### src/rtl/spi_ram_responder.sv
// rtl/spi_ram_responder.sv - SPI mode-0 SRAM responder (03 read / 02 write, 24-bit address)
// All SPI pins are oversampled in the clk domain; the byte array is not reset.
module spi_ram_responder #(
  parameter int ADDR_BITS   = 8,
  parameter int SYNC_STAGES = 2
) (
  input  logic clk,
  input  logic reset,
  input  logic sck,
  input  logic cs_n,
  input  logic mosi,
  output logic miso,
  output logic miso_oe,
  output logic busy
);
  localparam int DEPTH = 1 << ADDR_BITS;

  typedef enum logic [2:0] {
    S_IDLE, S_CMD, S_ADDR, S_READ, S_WRITE, S_IGNORE
  } state_e;

  logic [SYNC_STAGES-1:0] sck_sync_q, cs_sync_q, mosi_sync_q;
  logic                   sck_prev_q, cs_prev_q;
  logic [SYNC_STAGES:0]   settle_q;
  logic                   armed_q, armed_d;

  state_e                 state_q, state_d;
  logic [4:0]             cnt_q, cnt_d;
  logic [7:0]             rx_q, rx_d, tx_q, tx_d;
  logic [ADDR_BITS-1:0]   addr_q, addr_d;
  logic                   is_read_q, is_read_d;
  logic                   miso_q, miso_d, oe_q, oe_d, busy_q, busy_d;

  logic [7:0]             mem_q [DEPTH];

  logic                   sck_s, cs_s, mosi_s;
  logic                   sck_rise, sck_fall, cs_rise, cs_fall;
  logic [7:0]             rx_next;
  logic [ADDR_BITS-1:0]   addr_inc, addr_shift, load_addr;
  logic                   wr_en;
  logic [7:0]             load_data;

  assign sck_s  = sck_sync_q[SYNC_STAGES-1];
  assign cs_s   = cs_sync_q[SYNC_STAGES-1];
  assign mosi_s = mosi_sync_q[SYNC_STAGES-1];

  // cs_n falls are only trusted once the synchronizer has flushed its reset
  // value and cs_n was seen high, so reset inside a transaction cannot restart it.
  assign armed_d  = armed_q | (settle_q[SYNC_STAGES] & cs_s);
  assign cs_fall  = armed_q & cs_prev_q & ~cs_s;
  assign cs_rise  = ~cs_prev_q & cs_s;
  assign sck_rise = ~sck_prev_q & sck_s & ~cs_s;
  assign sck_fall = sck_prev_q & ~sck_s & ~cs_s;

  assign rx_next    = {rx_q[6:0], mosi_s};
  assign addr_inc   = addr_q + ADDR_BITS'(1);
  assign addr_shift = {addr_q[ADDR_BITS-2:0], mosi_s};
  assign load_addr  = (state_q == S_ADDR) ? addr_shift : addr_inc;
  assign wr_en      = ~reset & (state_q == S_WRITE) & sck_rise & (cnt_q == 5'd7);
  // Same-cycle write to the byte being loaded forwards the new value.
  assign load_data  = (wr_en && (addr_q == load_addr)) ? rx_next : mem_q[load_addr];

  always_ff @(posedge clk) begin
    if (reset) begin
      sck_sync_q  <= '0;
      cs_sync_q   <= '1;
      mosi_sync_q <= '0;
      sck_prev_q  <= 1'b0;
      cs_prev_q   <= 1'b1;
      settle_q    <= '0;
      armed_q     <= 1'b0;
    end else begin
      sck_sync_q  <= {sck_sync_q[SYNC_STAGES-2:0], sck};
      cs_sync_q   <= {cs_sync_q[SYNC_STAGES-2:0], cs_n};
      mosi_sync_q <= {mosi_sync_q[SYNC_STAGES-2:0], mosi};
      sck_prev_q  <= sck_s;
      cs_prev_q   <= cs_s;
      settle_q    <= {settle_q[SYNC_STAGES-1:0], 1'b1};
      armed_q     <= armed_d;
    end
  end

  always_ff @(posedge clk) begin
    if (wr_en) begin
      mem_q[addr_q] <= rx_next;
    end
  end

  always_ff @(posedge clk) begin
    if (reset) begin
      state_q   <= S_IDLE;
      cnt_q     <= '0;
      rx_q      <= '0;
      tx_q      <= '0;
      addr_q    <= '0;
      is_read_q <= 1'b0;
      miso_q    <= 1'b0;
      oe_q      <= 1'b0;
      busy_q    <= 1'b0;
    end else begin
      state_q   <= state_d;
      cnt_q     <= cnt_d;
      rx_q      <= rx_d;
      tx_q      <= tx_d;
      addr_q    <= addr_d;
      is_read_q <= is_read_d;
      miso_q    <= miso_d;
      oe_q      <= oe_d;
      busy_q    <= busy_d;
    end
  end

  always_comb begin
    state_d   = state_q;
    cnt_d     = cnt_q;
    rx_d      = rx_q;
    tx_d      = tx_q;
    addr_d    = addr_q;
    is_read_d = is_read_q;
    miso_d    = miso_q;
    oe_d      = oe_q;
    busy_d    = busy_q;

    case (state_q)
      S_IDLE: begin
        if (cs_fall) begin
          state_d = S_CMD;
          cnt_d   = '0;
          rx_d    = '0;
          busy_d  = 1'b1;
        end
      end
      S_CMD: begin
        if (sck_rise) begin
          rx_d  = rx_next;
          cnt_d = cnt_q + 5'd1;
          if (cnt_q == 5'd7) begin
            cnt_d = '0;
            if (rx_next == 8'h03) begin
              state_d   = S_ADDR;
              is_read_d = 1'b1;
            end else if (rx_next == 8'h02) begin
              state_d   = S_ADDR;
              is_read_d = 1'b0;
            end else begin
              state_d = S_IGNORE;
            end
          end
        end
      end
      S_ADDR: begin
        if (sck_rise) begin
          addr_d = addr_shift;
          cnt_d  = cnt_q + 5'd1;
          if (cnt_q == 5'd23) begin
            cnt_d = '0;
            if (is_read_q) begin
              state_d = S_READ;
              tx_d    = load_data;
            end else begin
              state_d = S_WRITE;
            end
          end
        end
      end
      S_READ: begin
        if (sck_fall) begin
          miso_d = tx_q[7];
          oe_d   = 1'b1;
          tx_d   = {tx_q[6:0], 1'b0};
          cnt_d  = cnt_q + 5'd1;
          if (cnt_q == 5'd7) begin
            cnt_d  = '0;
            addr_d = addr_inc;
            tx_d   = load_data;
          end
        end
      end
      S_WRITE: begin
        if (sck_rise) begin
          rx_d  = rx_next;
          cnt_d = cnt_q + 5'd1;
          if (cnt_q == 5'd7) begin
            cnt_d  = '0;
            addr_d = addr_inc;
          end
        end
      end
      S_IGNORE: begin
      end
      default: state_d = S_IDLE;
    endcase

    if (cs_rise) begin
      state_d = S_IDLE;
      cnt_d   = '0;
      miso_d  = 1'b0;
      oe_d    = 1'b0;
      busy_d  = 1'b0;
    end
  end

  assign miso    = miso_q;
  assign miso_oe = oe_q;
  assign busy    = busy_q;

endmodule

### config.mk
export PLATFORM = sky130hd
export DESIGN_NAME = spi_ram_responder
export DESIGN_NICKNAME = d
export VERILOG_FILES = /design/src/rtl/spi_ram_responder.sv
export SDC_FILE = /design/constraint.sdc
export NUM_CORES = 2
export LEC_CHECK = 0
export BUFFER_PORTS_ARGS = -buffer_cell sky130_fd_sc_hd__buf_2
export CAP_MARGIN = 20
export CORE_AREA = 2 2 417 419
export CTS_BUF_LIST = sky130_fd_sc_hd__clkbuf_16
export DETAILED_ROUTE_END_ITERATION = 16
export DIE_AREA = 0 0 419 421
export PLACE_DENSITY = 0.67
export SYNTH_ARGS = -nofsm -noshare
export SYNTH_HDL_FRONTEND = slang
export SYNTH_SLANG_ARGS = --single-unit
export TNS_END_PERCENT = 50
### constraint.sdc
create_clock -name clk -period 10.9 [get_ports clk]
set_input_delay 2.725 -clock clk [delete_from_list [all_inputs] [get_ports clk]]
set_output_delay 2.725 -clock clk [all_outputs]
set_load 0.1 [all_outputs]
==> flow_summary.json <==
{
  "gp_congestion": 0.920,
  "die_w_um": 419,
  "placed_cell_area_sq_um": 87700,
  "avgSynthCellArea_sq_um": 14.9,
  "min_to": "cs_sync_q[1]$_SDFF_PP1_",
  "min_period_ns": 6.21,
  "reg2reg_from": "state_q[2]$_SDFFE_PP0P_",
  "cts_resized": 0,
  "grt_pass1_wl_um": 382000,
  "synth_cells": 5738,
  "clk_latency_ns": 0.87,
  "path_clk_slew_ns": 0.07,
  "cts_setup_buffers": 0,
  "wl_per_cell_um": 33.1,
  "reg2reg_to": "tx_q[0]$_SDFFE_PP0P_",
  "grt_pass1_vias": 53600,
  "synth-edff-count": 2048,
  "detail-route-antenna-nets": 0,
  "p_sw_frac": 0.196,
  "p_clk_frac": 0.448,
  "p_leak_nw": 28.3,
  "vias_per_cell": 7.03,
  "area_growth_syn_to_layout_pct": 10.4,
  "clockBufferDepth": 3,
  "grt_usage": 0.297,
  "via_count": 56900,
  "layout.cells.most_common": "edfxtp_1",
  "cts_tree": "built",
  "p_switching_mw": 3.11,
  "ir_drop_mv": 0.164,
  "synth-seq-area-share": 0.730,
  "initial_core_util": 0.496,
  "io_buffer_count": 7,
  "hold_viol": 0,
  "clock_skew_ns": 0.0321,
  "nets": 5601,
  "final_cell_mix": "edfxtp_1, nor2_1, a221oi_1",
  "r2r_setup_slack_ns": 4.69,
  "maxCapViolCount": 0,
  "cp_max_fo": 41,
  "synth-seq-cells": 2095,
  "antenna_found_initial": 5,
  "setup_viol": 0,
  "cellPowerDensity_nw_per_um2": 168,
  "drt-total-wl_um": 268000,
  "firstDrtPassIters": 6,
  "drc": 0,
  "num_rows": 153,
  "combPwrFrac": 0.002,
  "synth_nets": 5748,
  "finalMaxSlewViolations": 0,
  "cp-end-kind": "flop",
  "cts_max_level": 4,
  "core-area_sq_um": 172000,
  "dp_hpwl_um": 152000,
  "crit_type": "flop to flop",
  "fin_setup_tns_ns": 0,
  "cts_buffers": 201,
  "chipHeight_um": 421,
  "seqPwrFrac": 0.550,
  "grt_start_max_net_pins": 163,
  "hold_buffers": 0,
  "drive_gt1_frac": 0.104,
  "synthFlopType": "edfxtp_1",
  "pin_count": 8,
  "max_slew_margin": 0.139,
  "ys.warnings.count": 0,
  "root_buffer": "clkbuf_16",
  "die_area_sq_um": 176000,
  "critical_path_required_ns": 11.70,
  "clock.fmax_mhz": 161,
  "grt.overflow.total": 0,
  "worst_pin_slew_ns": 1.29,
  "critPathArrivalTime_ns": 7.01,
  "async_flop_share": 0,
  "fin_crit_sh": 0.570,
  "final_area_sq_um": 94500,
  "synth.distinct_cells": 91,
  "hold_depth": 1,
  "status": "complete, no violations",
  "ff2ff_path_depth": 12,
  "hp-class": "flop to flop",
  "fillers": 13500,
  "cts_sinks": 2095,
  "first_iter_violations": 8914,
  "hp-start": "cs_sync_q[0]$_SDFF_PP1_",
  "startpoint_type": "flop",
  "syn-cell-area_sq_um": 85600,
  "power.internal_mw": 12.7,
  "rsz0062_at_grt": "false"
}
==> kinds of logic after synthesis <==
kind of cell | count (synthesis) | synth area share
flip-flops | 2095 | 0.730
buffers and inverters | 504 | 0.0272
multiplexers | 280 | 0.0342
AO/OA/AOI/OAI | 1564 | 0.140
XOR/XNOR | 6 | 0.000614
AND/OR/NAND/NOR | 1284 | 0.0681
adder cells (fa/ha/maj) | 5 | 0.000731
==> critical path, cell delays in order (launching register included) <==
cell	delay (ns)
dfxtp_1	0.95
or3b_4	0.59
buf_4	0.63
mux2i_4	0.32
buf_4	0.44
nand3_4	0.57
buf_4	0.55
buf_4	0.32
nor2_1	0.72
nor3_1	0.32
o22ai_1	0.29
o22ai_1	0.16
o21ai_1	0.15
==> sequential cells by signal (all words and copies together), names as in the netlist, 2 cells and up <==
signal / cells
addr_q: 8
cnt_q: 5
cs_sync_q: 2
mem_q: 2048
mosi_sync_q: 2
rx_q: 7
sck_sync_q: 2
settle_q: 3
state_q: 3
tx_q: 8
==> Yosys cell counts, types with 53 or more instances <==
library cell / n / share of area
mux2i_1: 202 / 0.024
mux2_2: 75 / 0.0099
o22ai_1: 289 / 0.021
nand2_1: 223 / 0.0098
a221oi_1: 441 / 0.045
o32ai_1: 103 / 0.011
nand3_1: 96 / 0.0056
clkbuf_1: 212 / 0.0093
o221ai_1: 92 / 0.0094
a21oi_1: 128 / 0.0075
nor2_1: 495 / 0.022
nor3_1: 315 / 0.018
o21ai_0: 102 / 0.0060
edfxtp_1: 2048 / 0.72
buf_2: 208 / 0.012
a22oi_1: 92 / 0.0081
a211oi_1: 53 / 0.0046
==> per-stage QoR <==
stage | power [mW] | cells | hold WS [ns] | setup slack [ns] | utilization
2_1_floorplan | 8.91 | 5738 | 0.389 | 4.78 | -
3_3_place_gp | 8.92 | 7707 | 0.409 | 4.35 | 0.508
3_5_place_dp | 8.92 | 7709 | 0.407 | 4.43 | 0.508
4_1_cts | 15.9 | 8080 | 0.423 | 4.93 | 0.547
5_1_grt | 16.2 | 8084 | 0.436 | 4.71 | 0.548
6_report | 15.8 | 8086 | 0.420 | 4.69 | 0.548
==> power groups by stage <==
| stage | logic, mW | clock network, mW | registers, mW |
|---|---|---|---|
| global route | 0.0368 | 7.42 | 8.71 |
| CTS | 0.0345 | 7.11 | 8.71 |
| floorplan | 0.0167 | 0 | 8.89 |
| finish | 0.0355 | 7.10 | 8.71 |
| global placement | 0.0340 | 0 | 8.89 |
| detailed placement | 0.0344 | 0 | 8.89 |
==> how the worst max path moves through the flow <==
stage	from	to	slack, ns	cells past startpoint
detailed placement	reset	mem_q[128][4]$_DFFE_PP_	4.43	8
finish	state_q[2]$_SDFFE_PP0P_	tx_q[0]$_SDFFE_PP0P_	4.69	12
CTS	state_q[2]$_SDFFE_PP0P_	tx_q[5]$_SDFFE_PP0P_	4.93	11
global route	state_q[2]$_SDFFE_PP0P_	tx_q[3]$_SDFFE_PP0P_	4.71	11
global placement	reset	mem_q[54][3]$_DFFE_PP_	4.35	8
floorplan	mosi_sync_q[1]$_SDFF_PP0_	tx_q[7]$_SDFFE_PP0P_	4.78	14
==> per-layer routing <==
layer	part of all wire	global-route usage	up-vias
met5	0.000097	0	-
met4	0.050	0.134	4
met3	0.13	0.0823	728
met2	0.44	0.438	4335
met1	0.37	0.413	28400
li1	-	-	23400
==> area by class of cell <==
cell class / count / area, sq um / area share
timing repair buffer: 143 / 1300 / 0.0137
antenna: 2 / 5.00 / 0.0000530
clock buffer: 202 / 5050 / 0.0535
clock inverter: 169 / 1620 / 0.0172
sequential: 2095 / 62500 / 0.661
tap: 2325 / 2910 / 0.0308
multi-input combinational: 3139 / 21100 / 0.223
inverter: 11 / 41.3 / 0.000437
Power figures use the tool's default switching activity.
